===== config.mk =====
export PLATFORM = sky130hd
export DESIGN_NAME = multicycle_controller
export DESIGN_NICKNAME = d
export VERILOG_FILES = /design/src/rtl/multicycle_controller.sv
export SDC_FILE = /design/constraint.sdc
export NUM_CORES = 1
export LEC_CHECK = 0
export CORE_MARGIN = 10
export CORE_UTILIZATION = 47
export CTS_CLUSTER_SIZE = 20
export DETAILED_ROUTE_END_ITERATION = 10
export PLACE_DENSITY = 0.84
export SLEW_MARGIN = 20
export SYNTH_ARGS = -nofsm -noshare
export SYNTH_HDL_FRONTEND = slang
export SYNTH_SLANG_ARGS = --single-unit

===== constraint.sdc =====
create_clock -name clk -period 5.1 [get_ports clk]
set_input_delay 0.765 -clock clk [delete_from_list [all_inputs] [get_ports clk]]
set_output_delay 0.765 -clock clk [all_outputs]
set_load 0.05 [all_outputs]

===== src/rtl/multicycle_controller.sv =====
// Multi-cycle RV32I main control FSM: fetch/decode/exec/mem/writeback sequencing,
// wait-state memory handshake with optional timeout, and optional MUL/DIV hand-off.
module multicycle_controller #(
  parameter int ENABLE_M_EXT  = 0,
  parameter int MEM_TIMEOUT   = 16,
  parameter int TIMEOUT_WIDTH = (MEM_TIMEOUT < 1) ? 1 : $clog2(MEM_TIMEOUT + 1)
) (
  input  logic       clk,
  input  logic       nreset,
  input  logic [6:0] opcode,
  input  logic [2:0] funct3,
  input  logic [6:0] funct7,
  input  logic       branch_cond,
  input  logic       mem_ready,
  input  logic       muldiv_done,
  output logic       mem_req,
  output logic       mem_we,
  output logic       ir_we,
  output logic       pc_we,
  output logic [1:0] pc_src,
  output logic [1:0] alu_op,
  output logic       muldiv_start,
  output logic       reg_we,
  output logic [1:0] wb_sel,
  output logic       illegal,
  output logic       bus_error,
  output logic [2:0] state
);

  typedef enum logic [2:0] {
    S_RESET  = 3'd0,
    S_FETCH  = 3'd1,
    S_DECODE = 3'd2,
    S_EXEC   = 3'd3,
    S_MEM    = 3'd4,
    S_WB     = 3'd5,
    S_TRAP   = 3'd7
  } state_t;

  typedef enum logic [2:0] {
    C_ALU    = 3'd0,
    C_MULDIV = 3'd1,
    C_LOAD   = 3'd2,
    C_STORE  = 3'd3,
    C_BRANCH = 3'd4,
    C_JUMP   = 3'd5,
    C_UPPER  = 3'd6
  } class_t;

  localparam logic [6:0] OPC_OP     = 7'b0110011;
  localparam logic [6:0] OPC_OPIMM  = 7'b0010011;
  localparam logic [6:0] OPC_LOAD   = 7'b0000011;
  localparam logic [6:0] OPC_STORE  = 7'b0100011;
  localparam logic [6:0] OPC_BRANCH = 7'b1100011;
  localparam logic [6:0] OPC_JAL    = 7'b1101111;
  localparam logic [6:0] OPC_JALR   = 7'b1100111;
  localparam logic [6:0] OPC_LUI    = 7'b0110111;
  localparam logic [6:0] OPC_AUIPC  = 7'b0010111;

  localparam logic [6:0] F7_BASE = 7'b0000000;
  localparam logic [6:0] F7_ALT  = 7'b0100000;
  localparam logic [6:0] F7_MUL  = 7'b0000001;

  localparam bit                     TIMEOUT_EN  = (MEM_TIMEOUT != 0);
  localparam logic [TIMEOUT_WIDTH-1:0] TIMEOUT_MAX = TIMEOUT_WIDTH'(MEM_TIMEOUT);

  // Returns {illegal, class} for the instruction currently held in IR.
  function automatic logic [3:0] classify(input logic [6:0] op, input logic [2:0] f3,
                                          input logic [6:0] f7);
    logic [3:0] res;
    res = {1'b1, C_ALU};
    case (op)
      OPC_OP: begin
        if (f7 == F7_BASE) begin
          res = {1'b0, C_ALU};
        end else if (f7 == F7_ALT && (f3 == 3'b000 || f3 == 3'b101)) begin
          res = {1'b0, C_ALU};
        end else if (f7 == F7_MUL && ENABLE_M_EXT != 0) begin
          res = {1'b0, C_MULDIV};
        end else begin
          res = {1'b1, C_ALU};
        end
      end
      OPC_OPIMM: begin
        if (f3 == 3'b001) begin
          res = {(f7 != F7_BASE), C_ALU};
        end else if (f3 == 3'b101) begin
          res = {!(f7 == F7_BASE || f7 == F7_ALT), C_ALU};
        end else begin
          res = {1'b0, C_ALU};
        end
      end
      OPC_LOAD:   res = {1'b0, C_LOAD};
      OPC_STORE:  res = {1'b0, C_STORE};
      OPC_BRANCH: res = {1'b0, C_BRANCH};
      OPC_JAL:    res = {1'b0, C_JUMP};
      OPC_JALR:   res = {1'b0, C_JUMP};
      OPC_LUI:    res = {1'b0, C_UPPER};
      OPC_AUIPC:  res = {1'b0, C_UPPER};
      default:    res = {1'b1, C_ALU};
    endcase
    return res;
  endfunction

  state_t                   r_state;
  class_t                   r_class;
  logic [TIMEOUT_WIDTH-1:0] r_wait_cnt;
  logic                     r_md_started;
  logic                     r_illegal;
  logic                     r_bus_error;

  state_t     w_next_state;
  logic [3:0] w_decoded;
  class_t     w_dec_class;
  logic       w_mem_phase;
  logic       w_timeout;
  logic       w_set_illegal;
  logic       w_set_bus_error;

  assign w_decoded   = classify(opcode, funct3, funct7);
  assign w_dec_class = class_t'(w_decoded[2:0]);
  assign w_mem_phase = (r_state == S_FETCH) || (r_state == S_MEM);
  // Ready in the same cycle the limit is reached still wins over the timeout.
  assign w_timeout   = TIMEOUT_EN && w_mem_phase && !mem_ready && (r_wait_cnt == TIMEOUT_MAX);

  assign state     = r_state;
  assign illegal   = r_illegal;
  assign bus_error = r_bus_error;

  // Next-state and datapath control decode.
  always_comb begin
    w_next_state    = r_state;
    w_set_illegal   = 1'b0;
    w_set_bus_error = 1'b0;
    mem_req         = 1'b0;
    mem_we          = 1'b0;
    ir_we           = 1'b0;
    pc_we           = 1'b0;
    pc_src          = 2'b00;
    alu_op          = 2'b00;
    muldiv_start    = 1'b0;
    reg_we          = 1'b0;
    wb_sel          = 2'b00;
    case (r_state)
      S_RESET: w_next_state = S_FETCH;
      S_FETCH: begin
        mem_req = 1'b1;
        if (mem_ready) begin
          ir_we        = 1'b1;
          pc_we        = 1'b1;
          w_next_state = S_DECODE;
        end else if (w_timeout) begin
          w_set_bus_error = 1'b1;
          w_next_state    = S_TRAP;
        end else begin
          w_next_state = S_FETCH;
        end
      end
      S_DECODE: begin
        if (w_decoded[3]) begin
          w_set_illegal = 1'b1;
          w_next_state  = S_TRAP;
        end else begin
          w_next_state = S_EXEC;
        end
      end
      S_EXEC: begin
        case (r_class)
          C_ALU: begin
            alu_op       = 2'b10;
            w_next_state = S_WB;
          end
          C_MULDIV: begin
            alu_op       = 2'b11;
            muldiv_start = !r_md_started;
            if (muldiv_done) begin
              w_next_state = S_WB;
            end else begin
              w_next_state = S_EXEC;
            end
          end
          C_LOAD, C_STORE: w_next_state = S_MEM;
          C_BRANCH: begin
            alu_op = 2'b01;
            if (branch_cond) begin
              pc_we  = 1'b1;
              pc_src = 2'b01;
            end else begin
              pc_we  = 1'b0;
              pc_src = 2'b00;
            end
            w_next_state = S_FETCH;
          end
          C_JUMP: begin
            pc_we        = 1'b1;
            pc_src       = 2'b10;
            w_next_state = S_WB;
          end
          C_UPPER: w_next_state = S_WB;
          default: w_next_state = S_TRAP;
        endcase
      end
      S_MEM: begin
        mem_req = 1'b1;
        mem_we  = (r_class == C_STORE);
        if (mem_ready) begin
          if (r_class == C_LOAD) begin
            w_next_state = S_WB;
          end else begin
            w_next_state = S_FETCH;
          end
        end else if (w_timeout) begin
          w_set_bus_error = 1'b1;
          w_next_state    = S_TRAP;
        end else begin
          w_next_state = S_MEM;
        end
      end
      S_WB: begin
        reg_we = 1'b1;
        case (r_class)
          C_LOAD:  wb_sel = 2'b01;
          C_JUMP:  wb_sel = 2'b10;
          default: wb_sel = 2'b00;
        endcase
        w_next_state = S_FETCH;
      end
      S_TRAP:  w_next_state = S_TRAP;
      default: w_next_state = S_TRAP;
    endcase
  end

  // State, latched instruction class, wait counter and sticky fault flags.
  always_ff @(posedge clk or negedge nreset) begin
    if (!nreset) begin
      r_state      <= S_RESET;
      r_class      <= C_ALU;
      r_wait_cnt   <= '0;
      r_md_started <= 1'b0;
      r_illegal    <= 1'b0;
      r_bus_error  <= 1'b0;
    end else begin
      r_state <= w_next_state;
      if (r_state == S_DECODE && !w_decoded[3]) begin
        r_class <= w_dec_class;
      end
      if (w_next_state != r_state) begin
        r_wait_cnt   <= '0;
        r_md_started <= 1'b0;
      end else begin
        if (w_mem_phase && !mem_ready && r_wait_cnt != '1) begin
          r_wait_cnt <= r_wait_cnt + TIMEOUT_WIDTH'(1);
        end
        if (r_state == S_EXEC) begin
          r_md_started <= 1'b1;
        end
      end
      r_illegal   <= r_illegal | w_set_illegal;
      r_bus_error <= r_bus_error | w_set_bus_error;
    end
  end

endmodule

==> out/metrics.csv <==
stage,metric,value,unit
finish,regArea,350,sq um
synth,synth_top_area_share,32.6,%
die,start_util,49.1,%
placement,dp_hpwl,2420,um
sta,rsz0062_at_grt,false,
synth,synth_area_leader_cell,dfrtp_1,
detailed_routing,wl_per_cell,15.5,um
synth,syn_area,1080,sq um
cts,cts-resized-gates,0,
sta,finalClockSkew,2.61,ps
die,die_x,67.8,um
synth,ys_types,47,
min_path,hold_class,reg -> reg,
synth,ys_seq_area_share,32.6,%
worst_setup_path,timing.critical_path.cells,"clkdlybuf4s50_1, nand2b_1, o22ai_1, clkdlybuf4s50_1",
grt,grt_usage,13.9,%
die,dieArea,4600,sq um
grt,grt_pass1_vias,1123,
finish,multi_input_area,668,sq um
worst_setup_path,crit_path_end_kind,output port,
run,drv_cap,0,
detailed_routing,routed_wirelength,3020,um
pwr,p_leak,0.596,nW
sta,min_period_over_period,65.2,%
sta,slew_headroom,56.5,%
pwr,power,626,uW
cts,cts_buffers,3,
grt,overflow,0,
cts,post-cts-setup-buffers,0,
synth,avgSynthCellArea,8.15,sq um
cts,tritoncts,yes,
sta,tightest_slew,651,ps
cts,cts_max_path_buffers,2,
sta,min_period,3320,ps
grt,grt_max_degree,15,
sta,setup_violations,0,
finish,layout-drive-gt1-share,5.39,%
detailed_routing,ant_nets,0,
pwr,vdd_ir_drop_max,0.000288,V
cts,hold_buffers,0,
synth,synth_edf_count,0,
die,fp.coreArea,2190,sq um
synth,ys_top_cells_by_count,"nor2_1 (19), dfrtp_1 (14), nor3_1 (8)",
finish,fin_util,68.1,%
sta,hold_violations,0,
finish,num-fill-cells,178,
sta,slew_viol_final,0,
grt,grt_pass1_wl,5040,um
placement,gp_congestion,0.904,
cts,clkTransAtPathRegs,100,ps
die,io_pins,39,
grt,antenna_found_initial,0,
synth,ys.warnings.count,0,
die,die_height,67.8,um
synth,synthCells,132,
cts,worstSkewPairLatency,290,ps
worst_setup_path,worst_path_most_repeated_cell,clkdlybuf4s50_1,
finish,fin_cells,195,
synth,ys_ff_latch,14,
detailed_routing,vias,1106,
finish,final_nets,193,
outcome,status,completed,
synth,async_flop_share,100,%
cts,root_buffer,clkbuf_4,
placement,portBuffers,38,
cts,htree_levels,1,
cts,cts_sinks,14,
detailed_routing,drc,0,
worst_setup_path,crit_fanout,8,
worst_setup_path,worstPathArrival,2560,ps
synth,syn_nets,157,
placement,dp_cells,191,
sta,setup_tns,0,ps
worst_setup_path,criticalPathCategory,in -> out,
worst_setup_path,critPathMaxStageDelay,830,ps
pwr,power.density,419,nW/um^2
worst_setup_path,crit_required,4340,ps
finish,n_antenna_cell,0,
worst_setup_path,slowest_stage,clkdlybuf4s50_1,
die,rows,17,
detailed_routing,vias_per_cell,5.67,
detailed_routing,dr.pass1.iters,4,
sta,fmax,301,MHz
synth,synth_top_cells_by_area,"dfrtp_1 (33%), nor2_1 (6.6%), nor3_1 (3.7%), ha_1 (3.5%), a21oi_1 (2.8%)",
synth,ys.flop_type,dfrtp_1,
synth,synth.most_common_cell,nor2_1,
worst_setup_path,cp-start-kind,primary input,
finish,area_growth,38.7,%
detailed_routing,drt_iter0_markers,82,
-- layer usage --
| metal | part of all wire, % | global-route usage [%] | wire (um) |
|---|---|---|---|
| met2 | 50 | 25.1 | 1520 |
| met4 | 1.1 | 5.28 | 33 |
| met1 | 39 | 14.5 | 1190 |
| met5 | 0 | 0 | 0 |
| met3 | 9.1 | 4.89 | 276 |
-- critical path: cells and delay by family --
kind            cells  cell delay [ps]
buf+inv             2             1460
compound gates      1              170
simple gates        1              160
-- worst paths after layout --
kind                                    start       endpoint  slack, ps  depth (start not counted)
max in group asynchronous              nreset        illegal       3820                          1
worst min register to register      bus_error      bus_error        480                          1
worst min-delay path                bus_error      bus_error        480                          1
min in group asynchronous              nreset       state[1]        860                          1
worst max-delay path                mem_ready          pc_we       1780                          4
worst max register to register  r_wait_cnt[0]  r_wait_cnt[3]       3030                          7
-- layout by cell type, fill, tap and decap left out, drive strengths merged, types with 2 or more instances in the layout --
cell           netlist  final
nand2                7      7
mux2i                2      2
ha                   3      3
o32ai                2      2
a21oi                6      6
nor2                19     19
clkdlybuf4s50        0     38
o21ai                6      6
dfrtp               14     14
xor2                 3      3
nand3b               3      3
inv                  6      6
nor3b                2      2
and3                 2      2
a21o                 3      3
nand2b               4      4
clkbuf               2      4
xnor2                3      3
or3b                 2      2
nor2b                4      4
o211ai               2      2
or2                  3      3
nor3                 8      8
-- final cells by class --
class / instances / area share, %
tap: 28 / 2.35
sequential: 14 / 23.5
inverter: 6 / 1.51
timing repair buffer: 38 / 25.5
clock buffer: 4 / 2.43
multi-input combinational: 105 / 44.8
-- power breakdown --
| group | internal, mW | switching (mW) |
|---|---|---|
| clock | 0.0436 | 0.0426 |
| combinational | 0.132 | 0.231 |
| sequential | 0.131 | 0.0461 |
| total | 0.306 | 0.320 |
-- registers in the layout, summed over array words and instances, names as in the netlist --
| signal | flops |
|---|---|
| bus_error | 1 |
| illegal | 1 |
| r_class | 3 |
| r_md_started | 1 |
| r_wait_cnt | 5 |
| state | 3 |
-- cell families after synthesis --
group	share of synthesized area, %
AO/OA/AOI/OAI	18.8
adder cells (fa/ha/maj)	3.49
buffers and inverters	5.35
multiplexers	1.86
AND/OR/NAND/NOR	33.0
flip-flops	32.6
XOR/XNOR	4.88
-- through the flow --
step | hold WS (ps) | area, sq um | setup slack [ps]
3_5_place_dp | 462 | 1460 | 1780
4_1_cts | 493 | 1490 | 1770
5_1_grt | 523 | 1490 | 1670
6_report | 483 | 1490 | 1780
3_3_place_gp | 443 | 1460 | 1830
2_1_floorplan | 464 | 1080 | 1480
(Power assumes the default switching activity.)
